`config.mk`:
```
export PLATFORM = sky130hd
export DESIGN_NAME = seq_mult_fsm
export DESIGN_NICKNAME = d
export VERILOG_FILES = /design/src/rtl/seq_mult_fsm.sv
export SDC_FILE = /design/constraint.sdc
export NUM_CORES = 1
export LEC_CHECK = 0
export BUFFER_PORTS_ARGS = -buffer_cell sky130_fd_sc_hd__buf_2
export CAP_MARGIN = 0
export CORE_ASPECT_RATIO = 0.5
export CORE_MARGIN = 1.5
export CORE_UTILIZATION = 60
export DETAILED_ROUTE_END_ITERATION = 10
export PLACE_DENSITY_LB_ADDON = 0.15
export SYNTH_ARGS = -nofsm -noshare
export SYNTH_HDL_FRONTEND = slang
export SYNTH_SLANG_ARGS = --single-unit
```
`constraint.sdc`:
```
create_clock -name clk -period 5.2 [get_ports clk]
set_input_delay 1.04 -clock clk [delete_from_list [all_inputs] [get_ports clk]]
set_output_delay 1.04 -clock clk [all_outputs]
set_load 0.01 [all_outputs]
```
`src/rtl/seq_mult_fsm.sv`:
```
// rtl/seq_mult_fsm.sv - shift-add sequential multiplier with IDLE/CALC/DONE control FSM
// Define SEQ_MULT_SIGNED_EN for two's-complement operands (sign-magnitude with a final negate).
module seq_mult_fsm #(
  parameter int WIDTH = 16
) (
  input  logic                 clk,
  input  logic                 rst,
  input  logic                 start,
  input  logic [WIDTH-1:0]     a_in,
  input  logic [WIDTH-1:0]     b_in,
  output logic                 busy,
  output logic                 done,
  output logic [2*WIDTH-1:0]   product
);

  localparam int CW = $clog2(WIDTH + 1);

  localparam logic [1:0] S_IDLE = 2'd0;
  localparam logic [1:0] S_CALC = 2'd1;
  localparam logic [1:0] S_DONE = 2'd2;

  localparam logic [CW-1:0] CNT_LAST = CW'(WIDTH - 1);
  localparam logic [CW-1:0] CNT_ONE  = CW'(1);

  logic [1:0]           r_state;
  logic [2*WIDTH-1:0]   r_a;
  logic [WIDTH-1:0]     r_b;
  logic [2*WIDTH-1:0]   r_acc;
  logic [CW-1:0]        r_cnt;
  logic [2*WIDTH-1:0]   r_product;

  logic                 w_accept;
  logic                 w_last_step;
  logic [WIDTH-1:0]     w_a_mag;
  logic [WIDTH-1:0]     w_b_mag;
  logic [2*WIDTH-1:0]   w_acc_next;
  logic [2*WIDTH-1:0]   w_result;

`ifdef SEQ_MULT_SIGNED_EN
  localparam logic [WIDTH-1:0]   ONE_W  = WIDTH'(1);
  localparam logic [2*WIDTH-1:0] ONE_2W = (2*WIDTH)'(1);

  logic r_neg;

  // The most negative value maps to 2^(WIDTH-1), which still fits the unsigned magnitude.
  assign w_a_mag  = a_in[WIDTH-1] ? (~a_in + ONE_W) : a_in;
  assign w_b_mag  = b_in[WIDTH-1] ? (~b_in + ONE_W) : b_in;
  assign w_result = r_neg ? (~w_acc_next + ONE_2W) : w_acc_next;
`else
  assign w_a_mag  = a_in;
  assign w_b_mag  = b_in;
  assign w_result = w_acc_next;
`endif

  assign w_accept    = start && ((r_state == S_IDLE) || (r_state == S_DONE));
  assign w_acc_next  = r_b[0] ? (r_acc + r_a) : r_acc;
  assign w_last_step = (r_b[WIDTH-1:1] == '0) || (r_cnt == CNT_LAST);

  always_ff @(posedge clk or posedge rst) begin
    if (rst) begin
      r_state   <= S_IDLE;
      r_a       <= '0;
      r_b       <= '0;
      r_acc     <= '0;
      r_cnt     <= '0;
      r_product <= '0;
`ifdef SEQ_MULT_SIGNED_EN
      r_neg     <= 1'b0;
`endif
    end else if (w_accept) begin
      r_state <= S_CALC;
      r_a     <= {{WIDTH{1'b0}}, w_a_mag};
      r_b     <= w_b_mag;
      r_acc   <= '0;
      r_cnt   <= '0;
`ifdef SEQ_MULT_SIGNED_EN
      r_neg   <= a_in[WIDTH-1] ^ b_in[WIDTH-1];
`endif
    end else begin
      case (r_state)
        S_CALC: begin
          r_acc <= w_acc_next;
          r_a   <= r_a << 1;
          r_b   <= r_b >> 1;
          r_cnt <= r_cnt + CNT_ONE;
          // Product is loaded on the same edge that leaves CALC so done and data align.
          if (w_last_step) begin
            r_state   <= S_DONE;
            r_product <= w_result;
          end
        end
        S_DONE:  r_state <= S_IDLE;
        default: r_state <= S_IDLE;
      endcase
    end
  end

  assign busy    = (r_state == S_CALC);
  assign done    = (r_state == S_DONE);
  assign product = r_product;

endmodule

```
Yosys cells after proc, flatten, opt, wreduce, memory -nomap -nowiden --
Index checks and enable logic that the tools add are counted.
Word-level totals: bits of input ports 35, flip-flop bits (word level) 119
Operators by class: $add $sub $neg 2, eq/ne operators 4, reduce and logical (&&, ||, !) cells 7, mux-type cells 12, bitwise gates (word level) 1
Operators by type and width (number):
- 32-bit two-way mux | 5
- 32-bit adder | 1
- 16-bit two-way mux | 2
- 15-bit logical NOT | 1
- 5-bit two-way mux | 2
- 2-bit two-way mux | 3
- 5-bit by 1-bit adder with 5-bit output, second input constant | 1
- 5-bit by 4-bit == test with 1-bit output, second input constant | 1
- 3-bit by 1-bit != test with 1-bit output, second input constant | 1
- 3-bit AND reduction | 1
- 2-bit by 1-bit == test with 1-bit output, second input constant | 1
- 2-bit == test, second input constant | 1
- 2-bit logical NOT | 1
- 1-bit logical OR | 2
- 2-bit nonzero test | 1
- 1-bit logical AND | 1
- 1-bit NOT | 1

Depth between registers and ports, before layout --
Gate-level depths: netlist of the first run.
depth after elaboration 5, gate-level depth with buffers 11

Least setup slack after synthesis of the first run --
OpenSTA, ideal clock, no wires.
path type flip-flop to flip-flop, from register r_a[0], to register r_product[30] (netlist: product[30]), slack 2.343 ns, buffers on the path 0, library setup time 0.069 ns, arrival time 2.788 ns, data required time 5.131 ns, cell stages (with the launch flop) 12, clock period less this slack 2.857 ns, cell sequence dfrtp_1 > ha_1 > fa_1 > a211oi_1 > o21a_4 > a2111oi_4 > nor3_2 > o31a_4 > o21ai_2 > a221o_2 > or3_1 > nand3_1
On the way: longest elaborated chain between the ends 2
Ends and longest elaborated chain:
- from (decl) | line 26 | logic [2*WIDTH-1:0] r_a;
- from (signal assigned) | line 72 | r_a <= {{WIDTH{1'b0}}, w_a_mag};
- from (signal assigned) | line 83 | r_a <= r_a << 1;
- 32-bit adder | line 56 | assign w_acc_next = r_b[0] ? (r_acc + r_a) : r_acc;
- 32-bit two-way mux | line 56
- to (signal assigned) | line 89 | r_product <= w_result;
- to (decl) | line 30 | logic [2*WIDTH-1:0] r_product;
No other way between the ends. A chain may end at the register's enable or synchronous reset.

Final worst setup path of the first run --
Ends and elaborated chain as after synthesis.

==> out/results.ini, run 1 <==
[run_status]
run_status = finished, final reports clean

[grt]
grt_overflow = 0
grt_usage_pct = 28.3
grt_pass1_vias = 5380
use_met2_pct = 47.1
grt.busiest_layer = met2
grt_use_met3_pct = 7.43
antenna_found_initial = 0
met1_usage_pct = 36.7
grt_max_degree = 51
grt_pass1_wl_mm = 26.6

[die]
io_pins = 69
die_area_um2 = 11800
fp.dieW_um = 152
start_util_pct = 61.3
die_h_um = 77.7
core_area_um2 = 10900
fp-row-count = 27

[clock_network]
insertion_delay_ns = 0.42
cts_tree = built
cts_made_buffers = 17
cts_buffer_depth = 2
cts_hold_buf = 0
post_cts_buffers = 0
cts_root_buffer = clkbuf_16
clock-sinks = 119
h-tree-depth = 4
worst_setup_hold_path_clk_slew_ns = 0.06
cts_resized = 0

[yosys]
syn_area_um2 = 6690
ys_seq_elements = 119
synth_top_area_share_pct = 44.5
avgSynthCellArea_um2 = 9.41
synth_area_leaders = dfrtp_1 (45%), nand2_1 (7.6%), ha_1 (6.2%), o21ai_0 (4.3%), a22oi_1 (3.4%)
synth_fp_nets = 780
yosysUniqueCellTypes = 70
yosysWarnings = 0
ys.flop_type = dfrtp_1
synth-seq-area-share_pct = 44.5
async_reset_ff_share_pct = 100
synth_edf_count = 0
synthCells = 711
synth_top_area_cell = dfrtp_1

[drt]
vias = 5594
vias_per_cell = 6.10
drtIter0Drc = 413
drc = 0
drtAntennaViolNets = 0
drt-pass1-iter-count = 5
routedWlPerCell_um = 17.6
routed_wl_mm = 16.1

[critical_path]
cp-end-kind = flop
crit_chain = ha_1 -> fa_1 -> a211oi_1 -> o21a_4 -> a2111oi_4 -> nor3_2 -> o31a_4 -> o21ai_2 -> a221o_2 -> or3_1 -> nand3_1
worstSetupStartpointType = flop
crit_arrival_ns = 3.47
cpPeakStageDelay_ns = 0.43
critPathSlowestCell = fa_1
critPathRequiredTime_ns = 5.56
critPathKind = reg -> reg
critPathMaxFanout = 5

[finish]
mostFrequentLayoutCell = nand2_1
final_cell_mix = nand2_1 (136), dfrtp_1 (119), buf_2 (68), o21ai_0 (57), a21oi_1 (34)
utilization_pct = 70.2
drive_above_1_share_pct = 17.7
nFillCells = 874
area_delta_synth_final_pct = 14.5
insertedDiodeCount = 0
fin_nets = 828

[placed_design]
preCtsSetupSlack_ns = 2.14
port_buffers = 68
hpwlAfterDp_mm = 10.6
place_congestion = 0.907

[power_and_ir_drop]
comb_power_share_pct = 48.2
p_sw_share_pct = 43.1
power_switching_w = 0.00234
internal_power_w = 0.00309
peakVddDrop_mv = 0.338
power_w = 0.00543
leakage_nw = 3.85
pwr_density_cell_nw_per_um2 = 708
pwr-share-seq_pct = 30.1
p_clk_share_pct = 21.7

[sta]
fmax_mhz = 321
rsz0062_at_grt = no
layout_min_cycle_time_ns = 3.12
final.setup.worst_slack_ns = 2.08
slew_viol_final = 0
worstMarginPinSlew_ns = 1.16
setup_tns_ns = 0
post-route-period-util_pct = 60.0
slew-limit-headroom_pct = 22.6
hold_viol = 0
hold_ws_ns = 0.459
finalSetupViolations = 0
clock_skew_ns = 0.00831

[min_path]
min_path_type = reg -> reg

[run]
maxCapViolCount = 0

-- per-stage QoR --
stage	instance area, um^2	cells
floorplan	6690	711
global placement	7070	885
detailed placement	7070	885
CTS	7660	917
global route	7660	917
finish	7660	917
-- synthesized netlist by cell type (all sizes together) (12+ instances only) --
cell      n
dfrtp   119
a22o     19
ha       33
clkbuf   35
nand3    27
o21ai    61
xor2     14
a21oi    35
and3     12
nor2     18
a21o     20
mux2i    16
nand2   136
a22oi    30
xnor2    16
-- power groups by stage --
stage	Combinational [W]	Clock [W]	Sequential, W
final	0.00261	0.00118	0.00163
after global routing	0.00290	0.00124	0.00167
after CTS	0.00260	0.00120	0.00163
after detailed placement	0.00257	0	0.00163
after global placement	0.00251	0	0.00162
after floorplan	0.00202	0	0.00159
-- path summary, 6_finish.rpt --
| path | depth (start not counted) | slack (ns) | endpoint | startpoint |
|---|---|---|---|---|
| min in group asynchronous | 2 | 0.69 | r_cnt[2] | rst |
| max reg2reg | 11 | 2.08 | product[30] | r_a[0] |
| min reg2reg | 2 | 0.46 | product[5] | product[5] |
| max | 11 | 2.08 | product[30] | r_a[0] |
| max in group asynchronous | 3 | 3.57 | product[25] | rst |
| min | 2 | 0.46 | product[5] | product[5] |
-- registers in the layout, indices dropped and copies added (netlist names) --
name,cells
r_acc,32
product,32
r_b,16
r_state,2
r_cnt,5
r_a,32
-- cell families after synthesis --
family          count (synthesis)  synth area share (%)
simple gates                  236                  16.0
compound gates                220                  23.1
flops                         119                  44.5
buf+inv                        56                  3.67
fa+ha+maj                      34                  6.47
xor+xnor                       30                  3.93
mux                            16                  2.39
-- per-layer routing --
layer / wire, um / share of wire [%]
met3: 803 / 5.0
met1: 7470 / 46
met5: 0 / 0
met2: 7660 / 48
met4: 165 / 1.0
-- worst max-delay path, delay by kind of cell, from the launching register on --
| family | cells | cell delay [ns] |
|---|---|---|
| flip-flops | 1 | 0.40 |
| AND/OR/NAND/NOR | 3 | 0.72 |
| adder cells (fa/ha/maj) | 2 | 0.66 |
| AO/OA/AOI/OAI | 6 | 1.27 |
-- layout make-up --
type | count | area, um^2 | share of cell area, %
multi-input cells | 536 | 3480 | 45.4
flip-flops and latches | 119 | 2980 | 38.9
clock buffers | 19 | 443 | 5.78
repair buffers | 75 | 393 | 5.13
well taps | 145 | 181 | 2.37
clock inverters | 13 | 148 | 1.93
inverters | 10 | 40.0 | 0.523
Note: power is estimated with default switching activity, not from simulation.
==> run 2: changes to the inputs <==
Settings changed: CORE_UTILIZATION 60 to 54.
Clock period 5.2 ns to 2.5 ns, I/O delays scaled along.
==> out/results.ini, run 2 (same netlist as run 1, synthesis figures left out) <==
[run_status]
run_status = finished with violations
failed_checks = negative setup slack

[grt]
grt_pass1_vias = 6067
antenna_found_initial = 0
grt_usage_pct = 29.9
grt_pass1_wl_mm = 30.3
grt_max_degree = 120
grt_overflow = 0

[die]
fp-row-count = 28
start_util_pct = 56.0
fp.dieW_um = 160
die_h_um = 81.7
core_area_um2 = 11900
io_pins = 69
die_area_um2 = 13100

[finish]
area_delta_synth_final_pct = 37.8
final_cells = 1062
nFillCells = 816
mostFrequentLayoutCell = nand2_1
seqCellArea_um2 = 2980
final_cell_mix = nand2_1 (135), buf_4 (122), dfrtp_1 (118), buf_2 (68), o21ai_0 (33)
drive_above_1_share_pct = 35.3
utilization_pct = 77.1
insertedDiodeCount = 0
fin_nets = 953
final_cell_area_um2 = 9220
multi_input_comb_area_um2 = 3940

[critical_path]
critPathKind = reg -> reg
ff2ff_setup_slack_ns = -0.33
critPathRequiredTime_ns = 2.78
crit_arrival_ns = 3.11
critPathMaxFanout = 3
worstSetupStartpointType = flop
cp-end-kind = flop

[clock_network]
clock-sinks = 119
cts_buffer_depth = 2
cts_root_buffer = clkbuf_16
cts_made_buffers = 17
cts_tree = built
worst_setup_hold_path_clk_slew_ns = 0.06
insertion_delay_ns = 0.42
cts_hold_buf = 0
h-tree-depth = 4

[power_and_ir_drop]
leakage_nw = 4.59
peakVddDrop_mv = 0.715
power_w = 0.0144
pwr_density_cell_nw_per_um2 = 1560

[drt]
vias = 6293
routedWlPerCell_um = 18.2
vias_per_cell = 5.93
routed_wl_mm = 19.4
drt-pass1-iter-count = 5
drtAntennaViolNets = 0
drtIter0Drc = 477
drc = 0

[placed_design]
place_congestion = 0.859
hpwlAfterDp_mm = 11.9
dpl_cell_area_um2 = 7950
post-place-cells = 1009
port_buffers = 68

[run]
maxCapViolCount = 0

[sta]
slew-limit-headroom_pct = 50.8
layout_min_cycle_time_ns = 2.83
rsz0062_at_grt = yes
post-route-period-util_pct = 113
worstMarginPinSlew_ns = 0.737
final.setup.worst_slack_ns = -0.328
clock_skew_ns = 0.00998
slew_viol_final = 0
finalSetupViolations = 36
setup_tns_ns = -6.03
fmax_mhz = 354
hold_viol = 0

[min_path]
min_path_type = in -> async

-- run 2: changes by cell type in the layout (fill, tap and decap cells not counted), sizes merged --
| cell | change |
|---|---|
| buf | +125 |
| inv | -1 |
| clkinv | -2 |
| bufinv | +3 |
-- run 2: stage by stage --
stage          hold WS, ns  setup slack [ns]
3_3_place_gp         0.450            -0.294
2_1_floorplan        0.449            -0.166
5_1_grt              0.294            -0.444
6_report             0.271            -0.328
3_5_place_dp         0.455            -0.328
4_1_cts              0.286            -0.285
-- run 2: area by class of cell --
type                       instances  area share [%]
clock buffer                      19            4.81
clock inverter                    13            2.36
inverter                          10           0.448
multi-input combinational        536            42.8
sequential                       119            32.3
tap                              165            2.24
timing repair buffer             200            15.0
-- run 2: path summary, 6_finish.rpt --
check                      cells after the start  startpoint         end
hold reg to reg                                2  product[4]  product[4]
max in group asynchronous                      3         rst      r_a[4]
setup / recovery                              11    r_acc[0]   r_acc[30]
min in group clk                               3     b_in[6]      r_b[6]
setup reg to reg                              11    r_acc[0]   r_acc[30]
hold / removal                                 3         rst     r_a[28]
-- run 2: layer usage --
metal	vias up	GRT usage (%)	share of wire, %
met5	-	0	0
li1	2917	-	-
met2	225	53.1	48
met3	38	7.37	5.7
met1	3113	36.2	44
met4	0	10.5	2.1
-- run 2: what timing repair did --
item	CTS	global route
resized for setup	52	48
setup endpoints to repair	34	47
pin swaps	37	30
setup buffers	14	8
-- run 2: report_power, final --
group | total, W | internal, W | switching [W]
Sequential | 0.00338 | 0.00274 | 0.000635
Clock | 0.00278 | 0.00181 | 0.000973
Combinational | 0.00822 | 0.00389 | 0.00433
-- run 2: worst max-delay path, stage by stage, from the launching register on --
cell and delay, ns:
dfrtp_1 0.39, ha_2 0.20, fa_2 0.39, a211oi_4 0.25, o21a_4 0.18, a2111oi_4 0.09, nor3_2 0.27, o31a_4 0.18
o21ai_2 0.06, a221o_2 0.37, xnor2_1 0.21, o21ai_1 0.08
==> run 3: changes to the inputs <==
Settings changed: CORE_UTILIZATION 54 to 40.
==> out/results.ini, run 3 (same netlist as run 1, synthesis figures left out) <==
[clock_network]
insertion_delay_ns = 0.43
h-tree-depth = 4
worst_setup_hold_path_clk_slew_ns = 0.06
cts_root_buffer = clkbuf_16
cts_tree = built
cts_buffer_depth = 2
cts_made_buffers = 17
clock-sinks = 119

[finish]
final_cell_mix = nand2_1 (134), buf_4 (124), dfrtp_1 (118), buf_2 (68), o21ai_0 (41)
area_delta_synth_final_pct = 36.7
final_cell_area_um2 = 9150
insertedDiodeCount = 0
fin_nets = 952
utilization_pct = 55.9
mostFrequentLayoutCell = nand2_1
final_cells = 1123
drive_above_1_share_pct = 34.5

[die]
fp-row-count = 33
io_pins = 69
core_area_um2 = 16400
start_util_pct = 40.9
fp.dieW_um = 186
die_area_um2 = 17600
die_h_um = 94.4

[critical_path]
cpPeakStageDelay_ns = 0.43
r2r-start = r_acc[3]
critPathSlowestCell = a2111oi_4
crit_arrival_ns = 3.06
critPathRequiredTime_ns = 2.81
cpLargestDelayFamily = compound AO/OA/AOI/OAI gates
ff2ff_path_depth = 10
reg2reg_to = r_acc[28]
critPathKind = reg -> reg
worstSetupStartpointType = flop
crit_buf_inv = 1
crit_chain = ha_4 -> o211ai_1 -> o21a_4 -> a2111oi_4 -> nor3_4 -> o31a_4 -> buf_6 -> a21o_4 -> xnor2_2 -> a31o_2
critPathMaxFanout = 3
ff2ff_setup_slack_ns = -0.25
cp-end-kind = flop

[grt]
antenna_found_initial = 1
grt_usage_pct = 22.5
grt_pass1_wl_mm = 30.2
grt_pass1_vias = 5901
grt_overflow = 0
grt_max_degree = 70

[placed_design]
place_congestion = 0.843
dpl_cell_area_um2 = 8060
post-place-cells = 1075
port_buffers = 68
hpwlAfterDp_mm = 12.5

[drt]
drtAntennaViolNets = 0
routedWlPerCell_um = 16.6
routed_wl_mm = 18.6
drtIter0Drc = 354
vias_per_cell = 5.33
drt-pass1-iter-count = 5
vias = 5984
drc = 0

[run]
maxCapViolCount = 0

[power_and_ir_drop]
pwr-share-seq_pct = 25.1
pwr_density_cell_nw_per_um2 = 1470
leakage_nw = 4.51
p_clk_share_pct = 17.8
comb_power_share_pct = 57.1
p_sw_share_pct = 41.8
internal_power_w = 0.00784
peakVddDrop_mv = 0.621
power_switching_w = 0.00562

[run_status]
run_status = finished with violations
failed_checks = negative setup slack

[sta]
final.setup.worst_slack_ns = -0.246
rsz0062_at_grt = yes
slew_viol_final = 0
layout_min_cycle_time_ns = 2.75
post-route-period-util_pct = 110
slew-limit-headroom_pct = 49.7
hold_viol = 0
finalSetupViolations = 22
worstMarginPinSlew_ns = 0.752
clock_skew_ns = 0.0101
fmax_mhz = 364

[min_path]
min_path_type = in -> async

run 3: power groups by stage:
stage / Sequential (W) / Combinational [W] / Clock, W
floorplan: 0.00333 / 0.00425 / 0
global placement: 0.00334 / 0.00670 / 0
detailed placement: 0.00335 / 0.00681 / 0
CTS: 0.00337 / 0.00729 / 0.00244
global route: 0.00348 / 0.00847 / 0.00254
finish: 0.00338 / 0.00768 / 0.00240
run 3: cell type report:
type,instances,area (um^2)
flip-flops and latches,119,2980
clock buffers,18,439
repair buffers,199,1370
well taps,227,284
inverters,10,41.3
clock inverters,14,126
fillers,1489,7200
multi-input cells,536,3910
run 3: worst max path at each step:
| stage | from | to | slack, ns | cells past startpoint |
|---|---|---|---|---|
| 2_1_floorplan | r_acc[0] | product[30] | -0.17 | 11 |
| 3_3_place_gp | r_a[8] | product[25] | -0.27 | 11 |
| 3_5_place_dp | r_a[8] | product[25] | -0.32 | 11 |
| 4_1_cts | r_acc[0] | product[30] | -0.29 | 11 |
| 5_1_grt | r_a[0] | product[30] | -0.37 | 11 |
| 6_report | r_acc[3] | r_acc[28] | -0.25 | 10 |
run 3: tightest hold or removal path, cell delays in order:
cell and delay, ns:
buf_2 0.11, clkinvlp_4 0.08, buf_12 0.30
run 3: timing repair:
action / in CTS / in global routing
hold buffers: 0 / 0
setup endpoints to repair: 32 / 40
resized for setup: 45 / 34
setup buffers: 9 / 9
cloned: 0 / 0
pin swaps: 45 / 26
run 3: routing by layer:
layer | share of wire, % | track usage, % | vias to the layer above | wire length [um]
li1 | - | - | 2923 | -
met1 | 47 | 30.1 | 2899 | 8770
met2 | 46 | 35.5 | 132 | 8550
met3 | 4.7 | 5.63 | 28 | 871
met4 | 2.0 | 8.06 | 2 | 381
met5 | 0.070 | 0 | - | 13
run 3: metrics by stage:
step	setup slack [ns]	setup TNS (ns)	total power (W)	hold slack, ns
5_1_grt	-0.369	-5.74	0.0145	0.198
6_report	-0.246	-2.46	0.0135	0.161
2_1_floorplan	-0.166	-0.302	0.00757	0.449
3_3_place_gp	-0.266	-3.54	0.0100	0.452
3_5_place_dp	-0.323	-4.43	0.0102	0.454
4_1_cts	-0.292	-2.41	0.0131	0.193
